===== config.mk =====
export PLATFORM = sky130hd
export DESIGN_NAME = lab3_g29_p3_tdm_demux_16ch
export DESIGN_NICKNAME = d
export VERILOG_FILES = /design/src/rtl/lab3_g29_p3_tdm_demux_16ch.sv
export SDC_FILE = /design/constraint.sdc
export NUM_CORES = 1
export LEC_CHECK = 0
export ABC_AREA = 0
export CORE_MARGIN = 8
export CORE_UTILIZATION = 45
export CTS_BUF_LIST = sky130_fd_sc_hd__clkbuf_4 sky130_fd_sc_hd__clkbuf_8
export DETAILED_ROUTE_END_ITERATION = 7
export GPL_TIMING_DRIVEN = 0
export PLACE_DENSITY_LB_ADDON = 0.1
export SETUP_SLACK_MARGIN = 0.15
export SLEW_MARGIN = 15
export SYNTH_ARGS = -nofsm -noshare
export SYNTH_HDL_FRONTEND = slang
export SYNTH_SLANG_ARGS = --single-unit

===== constraint.sdc =====
create_clock -name clk -period 2 [get_ports clk]
set_clock_uncertainty 0.1 [all_clocks]
set_input_delay 0.4 -clock clk [delete_from_list [all_inputs] [get_ports clk]]
set_output_delay 0.4 -clock clk [all_outputs]
set_load 0.01 [all_outputs]

===== src/rtl/lab3_g29_p3_tdm_demux_16ch.sv =====
// Registered 1-to-N_CH TDM demultiplexer with addressed and round-robin modes.
// Tracks per-channel fresh flags and pulses frame_done on auto-mode wrap.
module lab3_g29_p3_tdm_demux_16ch #(
    parameter int WIDTH = 4,
    parameter int N_CH  = 16,
    parameter int SEL_W = $clog2(N_CH)
) (
    input  logic                  clk,
    input  logic                  rst,
    input  logic [WIDTH-1:0]      din,
    input  logic                  din_valid,
    input  logic [SEL_W-1:0]      sel,
    input  logic                  auto_mode,
    input  logic                  clear_frame,
    output logic [WIDTH*N_CH-1:0] out_bus,
    output logic [N_CH-1:0]       out_fresh,
    output logic [SEL_W-1:0]      ptr,
    output logic                  frame_done
);

    localparam logic [SEL_W-1:0] LAST_CH = SEL_W'(N_CH - 1);

    logic [SEL_W-1:0] target;
    logic [N_CH-1:0]  wr_en;
    logic             auto_wr;
    logic             wrap_wr;

    always_comb begin
        target  = auto_mode ? ptr : sel;
        auto_wr = din_valid && auto_mode;
        wrap_wr = auto_wr && (ptr == LAST_CH);
        wr_en   = '0;
        if (din_valid) begin
            wr_en[target] = 1'b1;
        end
    end

    // One data register per channel; only the decoded target loads.
    for (genvar i = 0; i < N_CH; i++) begin : g_ch
        always_ff @(posedge clk) begin
            if (rst) begin
                out_bus[WIDTH*i +: WIDTH] <= '0;
            end else if (wr_en[i]) begin
                out_bus[WIDTH*i +: WIDTH] <= din;
            end
        end
    end

    // A same-cycle write survives clear_frame and keeps its own fresh bit.
    always_ff @(posedge clk) begin
        if (rst) begin
            out_fresh <= '0;
        end else if (clear_frame) begin
            out_fresh <= wr_en;
        end else begin
            out_fresh <= out_fresh | wr_en;
        end
    end

    always_ff @(posedge clk) begin
        if (rst) begin
            ptr <= '0;
        end else if (clear_frame) begin
            ptr <= '0;
        end else if (auto_wr) begin
            ptr <= ptr + 1'b1;
        end
    end

    always_ff @(posedge clk) begin
        if (rst) begin
            frame_done <= 1'b0;
        end else begin
            frame_done <= wrap_wr;
        end
    end

endmodule


Word-level counts from Yosys, hierarchy flattened
Index checks and enable logic that the tools add are counted.
- flip-flop bits (word level): 85
- memories kept: 0
- word-level logic and storage cells: 33
- bits in latches: 0
- bits in writable memories: 0
- memory bits (read-only): 0
- bits of input ports: 13
- bitwise logic cells: 1
- $add $sub $neg: 1
- equality and inequality tests: 1
- shifts and indexed selects: 0
- muxes and demuxes: 5
- div/mod/pow operators: 0
- multiply operators: 0
- reductions and logical operators: 4
- order comparisons: 2
- operators with widths (operator ; count):
    $mux W16 ; 2
    $or A16 B16 Y16 ; 1
    $lt A4 B5 Y1 const B ; 1
    $add A4 B1 Y4 const B ; 1
    $demux W1 S4 ; 1
    $eq A4 B4 Y1 const B ; 1
    $ge A4 B1 Y1 const B ; 1
    $mux W4 ; 1
    $logic_and A1 B1 Y1 ; 3
    $reduce_or A2 Y1 ; 1
    $mux W1 ; 1

Longest topological paths before layout
Gate-level depths: netlist of run 1.
- depth in word-level cells: 8
- gate-level depth with buffers: 7
- mapped depth without buffers: 4

Worst setup path before layout of run 1
Ideal clock, no wire load.
- kind: input to register
- start point: in auto_mode
- end point: reg out_bus[11]
- library setup time: 0.133 ns
- arrival time: 1.385 ns
- stages on the path: 6
- path slack: 0.382 ns
- path through: buf_6 buf_6 nor3_2 o2111ai_2 nand3b_1 o21ai_0
- word-level cells in the longest chain between the ends: 6
- RTL lines (item ; line ; RTL):
    start: declaration ; 13 ; input logic auto_mode,
    $mux W4 * ; 29 ; target = auto_mode ? ptr : sel;
    $lt A4 B5 Y1 (implied by the code) or $ge A4 B1 Y1 (tied branches) ; 34 ; wr_en[target] = 1'b1;
    $logic_and A1 B1 Y1 (implied by the code) ; 34 ;
    $mux W1 (implied by the code) ; 34 ;
    $demux W1 S4 * ; 34 ;
    $mux W16 * ; 33 ; if (din_valid) begin
    end signal: indexed assignment ; 44 ; out_bus[WIDTH*i +: WIDTH] <= din;
    end: declaration ; 15 ; output logic [WIDTH*N_CH-1:0] out_bus,
Mark *: on every way between the ends. The rest lies on a longest branch, timed or not.
A chain may end at the register's enable or synchronous reset.

Final worst setup path of run 1
- start point: reg ptr[3]
- end point: out ptr[3]
- RTL lines (item ; line ; RTL):
    start: declaration ; 17 ; output logic [SEL_W-1:0] ptr,
    start signal: assignment ; 66 ; ptr <= ptr + 1'b1;
No word-level cell between the ends.

==> flow_summary.json, run 1 <==
{
  "clock_latency_ns": 0.34,
  "ys_types": 42,
  "postPlaceCellArea_sq_um": 4453,
  "final-hold-violation-count": 0,
  "rsz0062_at_grt": "no",
  "maxCapViolations": 0,
  "muxShareOfSynthArea": 0.08952,
  "path_max_fanout": 7,
  "grt_pass1_vias": 2749,
  "p_leak_nw": 1.742,
  "max_slew_margin": 0.5739,
  "drt_wl_total_microns": 9110,
  "syn2layout_area_growth_pct": 44.35,
  "dp.final_hpwl_microns": 6595,
  "ys_seq_area_frac": 0.5052,
  "start_util": 0.4644,
  "crit_required_ns": 1.50,
  "synth_compound_area_frac": 0.1393,
  "crit_path_max_incr_delay_ns": 0.55,
  "firstDrtPassIters": 4,
  "stdcell_area_sq_um": 4862,
  "max_freq_mhz": 556.9,
  "grt.total_usage": 0.1741,
  "finalNonFillerCells": 538,
  "fp-row-count": 31,
  "cts-root-buf": "clkbuf_8",
  "synthCells": 323,
  "via_per_inst": 5.208,
  "ys_seq_elements": 85,
  "die_x_microns": 102.5,
  "post-route-period-util": 0.8978,
  "async_flop_share": 0,
  "synthSimpleGateAreaFrac": 0.2177,
  "gp_congestion": 0.7805,
  "clock_sinks": 85,
  "antenna_found_initial": 0,
  "fin_nets": 448,
  "drtIter0Drc": 72,
  "cp_top_family": "buffers and inverters",
  "clk_pin_slew_worst_paths_ns": 0.08,
  "drtAntennaViolNets": 0,
  "cts_made_buffers": 9,
  "postSynthAreaPerCell_sq_um": 10.43,
  "finalSetupViolations": 0,
  "synth_ff_type": "dfxtp_1",
  "cp.arrival_ns": 1.30,
  "powerDensity_nw_per_um2": 717.0,
  "slew_violations": 0,
  "wl_per_cell_microns": 16.93,
  "synthAdderAreaFrac": 0.003715,
  "synth_top_family_by_area": "simple AND/OR/NAND/NOR gates",
  "dieArea_sq_um": 10510,
  "power_w": 0.003486,
  "whs_ns": 0.3699,
  "cts_max_level": 3,
  "syn-num-nets": 337,
  "dr_total_vias": 2802,
  "grt_overflow": 0,
  "synthXorXnorAreaFrac": 0.007801,
  "worst-path-buf-inv": 1,
  "slowest_stage": "clkdlybuf4s50_1",
  "path_cells": "clkdlybuf4s50_1",
  "num_antenna_cells": 0,
  "worstHoldPathType": "reg2reg",
  "yosysWarningCount": 0,
  "cts_buffer_depth": 2,
  "drc_errors": 0,
  "cts_hold_buf": 0,
  "ir_drop_uv": 465.7,
  "worst_pin_slew_ns": 0.6392,
  "crit_type": "reg2out",
  "core_area_sq_um": 7253,
  "die_h_microns": 102.5,
  "cp-start-kind": "flip-flop",
  "pin_count": 98,
  "nFillCells": 602,
  "grt_pass1_wl_microns": 14250,
  "drive_gt1_frac": 0.1321,
  "port_buffers": 96,
  "placed_cells": 518,
  "run_status": "finished clean",
  "fin_crit_ns": 1.796,
  "critPathCaptureType": "primary output",
  "synth-edff-count": 0,
  "grt_max_degree": 15,
  "cts_tree": "built",
  "syn_area_sq_um": 3368
}
[Yosys cell counts, types with 2 or more instances]
cell type | instances | share of area
inv_1 | 2 | 0.0022
mux2i_1 | 25 | 0.074
nand3_1 | 3 | 0.0045
nor3b_2 | 2 | 0.0074
and3b_1 | 2 | 0.0052
nor3_1 | 5 | 0.0074
dfxtp_1 | 85 | 0.51
nand2_1 | 14 | 0.016
nand3b_1 | 41 | 0.091
o2111ai_2 | 6 | 0.027
a21oi_1 | 16 | 0.024
buf_6 | 4 | 0.013
a2bb2oi_2 | 2 | 0.0089
nand2b_1 | 12 | 0.022
nor2_1 | 21 | 0.023
o21ai_0 | 37 | 0.055
xnor2_1 | 2 | 0.0052
and4bb_2 | 2 | 0.0074
o21ai_1 | 3 | 0.0045
o22ai_2 | 2 | 0.0074
buf_4 | 2 | 0.0045
clkbuf_1 | 15 | 0.017
[state kept, by name, indices dropped and copies added, names as in the netlist]
name and flops:
frame_done 1, out_bus 64, out_fresh 16, ptr 4
[per-stage QoR]
stage | setup TNS (ns) | setup slack, ns | utilization
2_1_floorplan | 0 | 0.3822 | -
3_3_place_gp | -17.97 | -0.3407 | 0.6139
3_5_place_dp | -19.72 | -0.3661 | 0.6139
4_1_cts | 0 | 0.1071 | 0.6683
5_1_grt | 0 | 0.1546 | 0.6703
6_report | 0 | 0.2043 | 0.6703
[where the power goes]
| group | switching [W] | internal, W | total (W) |
|---|---|---|---|
| registers | 0.0000138 | 0.00171 | 0.00172 |
| clock network | 0.000611 | 0.000883 | 0.00149 |
| logic | 0.000148 | 0.000124 | 0.000272 |
[worst reg2reg max path, cell delays in order (launching register included)]
cell     delay (ns)
dfxtp_4        0.40
and4b_2        0.26
or2_4          0.25
and3_1         0.23
buf_6          0.14
mux2i_1        0.11
[path summary, 6_finish.rpt]
kind,from,to,slack [ns],cells past startpoint
worst min register to register,out_fresh[6],out_fresh[6],0.37,2
worst min-delay path,out_fresh[6],out_fresh[6],0.37,2
worst max register to register,ptr[2],out_bus[34],0.37,5
worst max-delay path,ptr[3],ptr[3],0.20,1
[cells in the final DEF (no fill, tap or decap), types with 2 or more instances in the layout]
cell type / synthesis / layout
nor2_1: 21 / 21
mux2i_1: 25 / 25
dlygate4sd2_1: 0 / 4
buf_6: 4 / 5
nand3_1: 3 / 3
o2111ai_2: 6 / 2
and4b_2: 1 / 2
o2111ai_4: 0 / 4
mux2i_4: 1 / 2
nand3b_1: 41 / 41
buf_4: 2 / 3
dlymetal6s2s_1: 0 / 4
xnor2_1: 2 / 2
and3b_2: 1 / 2
a21oi_1: 16 / 16
o22ai_2: 2 / 2
clkinv_4: 0 / 2
clkdlybuf4s50_1: 0 / 88
nand2b_1: 12 / 12
nand2_1: 14 / 14
nor3_1: 5 / 5
bufinv_16: 0 / 3
inv_1: 2 / 2
nor3b_4: 0 / 2
clkbuf_1: 15 / 15
dfxtp_4: 0 / 4
o21ai_0: 37 / 37
dfxtp_1: 85 / 81
clkbuf_8: 0 / 10
o21ai_1: 3 / 3
and4bb_2: 2 / 2
[repair_timing]
action | 4_1_cts | 5_1_grt
setup buffers | 3 | 0
gates resized for setup | 23 | 6
gates cloned | 1 | 0
endpoints found under the setup margin | 63 | 25
pin swaps | 1 | 2
[cell families after synthesis]
| kind of cell | count (synthesis) |
|---|---|
| and+or+nand+nor | 113 |
| DFF | 85 |
| AOI/OAI and AO/OA | 70 |
| muxes | 28 |
| buffers and inverters | 23 |
| xor gates and xnor gates | 3 |
| adders and majority gates | 1 |
[metal layers]
metal	global-route usage	part of all wire	up-vias
li1	-	-	1374
met1	0.2058	0.43	1336
met2	0.2957	0.48	83
met3	0.05199	0.082	9
met4	0.05418	0.0085	0
met5	0	0	-
[cell type report]
class / instances / area (sq um) / share of cell area
clock buffer: 11 / 145.1 / 0.02985
multi-input combinational: 215 / 1635 / 0.3363
inverter: 2 / 7.507 / 0.001544
sequential: 85 / 1717 / 0.3531
tap: 99 / 123.9 / 0.02548
clock inverter: 5 / 107.6 / 0.02213
timing repair buffer: 100 / 1006 / 0.2069
buffer: 21 / 120.1 / 0.02470
Power figures use the tool's default switching activity.
==> run 2: changes to the inputs <==
--- a/constraint.sdc
+++ b/constraint.sdc
@@ -4,2 +4,2 @@
 set_output_delay 0.4 -clock clk [all_outputs]
-set_load 0.01 [all_outputs]
+set_load 0.05 [all_outputs]
==> run 2 against run 1 <==
Compared with the run above:
- setup slack worse by 0.035 ns
- routed wire length increased by 1.7%
- die area did not move
- sequential power barely moved
- non-clock buffer count unchanged
- cell area decreased by 4.5%
- largest power group unchanged
==> flow_summary.json, run 2 (same netlist as run 1, synthesis figures left out) <==
{
  "run_status": "finished clean",
  "r2r-start": "ptr[0]",
  "cts_tree": "built",
  "drc_errors": 0,
  "dp.final_hpwl_microns": 6653,
  "switching_power_w": 0.0008691,
  "fin_nets": 448,
  "antenna_found_initial": 0,
  "power_frac_comb": 0.101,
  "path_max_fanout": 5,
  "pin_count": 98,
  "grt_pass1_vias": 2787,
  "final-hold-violation-count": 0,
  "worstHoldPathType": "reg2reg",
  "power_w": 0.003161,
  "hp-start": "out_fresh[3]",
  "regMostFlops": "out_bus",
  "power_switching_share": 0.2750,
  "slowest_stage": "clkdlybuf4s50_1",
  "p_leak_nw": 2.079,
  "worstRegToRegCells": 5,
  "cp_top_family": "buffers and inverters",
  "path_cells": "clkdlybuf4s50_1, nand4b_1, buf_4, o2bb2a_4, buf_4, mux2i_1, nor2_1",
  "drtIter0Drc": 134,
  "firstDrtPassIters": 4,
  "drtAntennaViolNets": 0,
  "powerDensity_nw_per_um2": 680.7,
  "r2r_end": "out_bus[54]",
  "die_h_microns": 102.5,
  "fin_crit_ns": 1.831,
  "place_worst_setup_slack_ns": -0.3770,
  "whs_endpoint": "out_fresh[3]",
  "max_freq_mhz": 546.2,
  "fp-row-count": 31,
  "wl_per_cell_microns": 17.22,
  "layout_commonest_cell": "dlygate4sd2_1",
  "cp.arrival_ns": 1.94,
  "max_slew_margin": 0.6375,
  "nFillCells": 656,
  "seqPwrFrac": 0.546,
  "worst-r2r-setup-slack_ns": 0.32,
  "crit_path_start": "sel[0]",
  "critPathCaptureType": "flip-flop",
  "grt_max_degree": 17,
  "rsz0062_at_grt": "no",
  "cts_made_buffers": 9,
  "die_x_microns": 102.5,
  "port_buffers": 96,
  "maxCapViolations": 0,
  "crit_type": "in2reg",
  "p_clk_frac": 0.354,
  "cts_buffer_depth": 2,
  "route.met3.wl_microns": 807,
  "clock_latency_ns": 0.34,
  "cp-start-kind": "input port",
  "dr_total_vias": 2815,
  "clock_sinks": 85,
  "num_antenna_cells": 0,
  "whs_path_depth": 2,
  "start_util": 0.4644,
  "drive_gt1_frac": 0.1344,
  "largest_reg_flops": 64,
  "post-route-period-util": 0.9154,
  "crit_path_max_incr_delay_ns": 0.63,
  "finalSetupViolations": 0,
  "wl_met1_microns": 3989,
  "gp_congestion": 0.8032,
  "wl_met2_microns": 4386,
  "timing.final.ws_setup_ns": 0.1692,
  "grt_pass1_wl_microns": 14280,
  "core_area_sq_um": 7253,
  "dieArea_sq_um": 10510,
  "clk_pin_slew_worst_paths_ns": 0.09,
  "grt_overflow": 0,
  "worst_pin_slew_ns": 0.5437,
  "top_layer": "met4",
  "p_int_w": 0.002291,
  "cpMostUsedCell": "buf_4",
  "crit_required_ns": 2.11,
  "cts_hold_buf": 0,
  "cts_max_level": 3,
  "syn2layout_area_growth_pct": 37.85,
  "ir_drop_uv": 386.7,
  "drt_wl_total_microns": 9263,
  "cts-root-buf": "clkbuf_8",
  "worst-path-buf-inv": 3,
  "slew_violations": 0,
  "final_cell_mix": "dlygate4sd2_1, dfxtp_1, nand3b_1",
  "grt.total_usage": 0.1742,
  "top_regs": "out_bus x64, out_fresh x16, ptr x4",
  "via_per_inst": 5.232
}
run 2: cell types whose count changed in the layout (fill, tap and decap cells not counted), sizes merged, moves of 2 or more:
cell           before  now
clkdlybuf4s15       0    2
clkdlybuf4s50      88    6
bufinv              3    0
inv                 2    5
dlygate4sd2         4   84
run 2: metrics by stage:
stage,util,hold slack (ns),instance area (sq um),setup TNS [ns],instances
final,0.6402,0.3658,4643,0,538
after global routing,0.6402,0.3911,4643,0,538
after CTS,0.6305,0.3655,4573,0,537
after detailed placement,0.6141,0.3548,4454,-21.14,518
after global placement,0.6141,0.3512,4454,-18.10,518
after floorplan,-,0.3699,3369,0,323
run 2: power groups by stage:
stage                     logic [W]  clock network (W)  registers, W
after floorplan            0.000125                  0       0.00184
after global placement     0.000308                  0       0.00176
after detailed placement   0.000311                  0       0.00177
after CTS                  0.000302            0.00115       0.00172
after global routing       0.000338            0.00122       0.00173
final                      0.000318            0.00112       0.00172
run 2: repair_timing:
item | CTS | global route
pin swaps | 1 | 0
gates cloned | 1 | 0
setup buffers | 2 | 1
resized for setup | 94 | 12
endpoints found under the setup margin | 148 | 46
run 2: cell type report:
cell class	instances	area, sq um	area share
sequential	85	1704	0.3670
multi-input combinational	215	1605	0.3457
timing repair buffer	100	900.9	0.1940
clock buffer	9	123.9	0.02668
tap	99	123.9	0.02668
buffer	21	120.1	0.02587
clock inverter	7	57.56	0.01240
inverter	2	7.507	0.001617
run 2: worst reg2reg max path, cell delays in order (launching register included):
cell	delay [ns]
dfxtp_1	0.57
and4b_1	0.33
o22a_1	0.19
buf_6	0.14
mux2i_1	0.19
nor2_1	0.05
run 2: worst max-delay path by stage:
stage,cells past startpoint,end
CTS,1,ptr[0]
global route,7,out_bus[31]
floorplan,5,out_bus[52]
finish,7,out_bus[30]
detailed placement,7,out_bus[1]
global placement,6,out_bus[57]
run 2: routing by layer:
layer  track usage  vias to the layer above
met2        0.2912                       79
li1              -                     1384
met4       0.04063                        0
met1        0.2104                     1345
met3       0.05874                        7
met5             0                        -
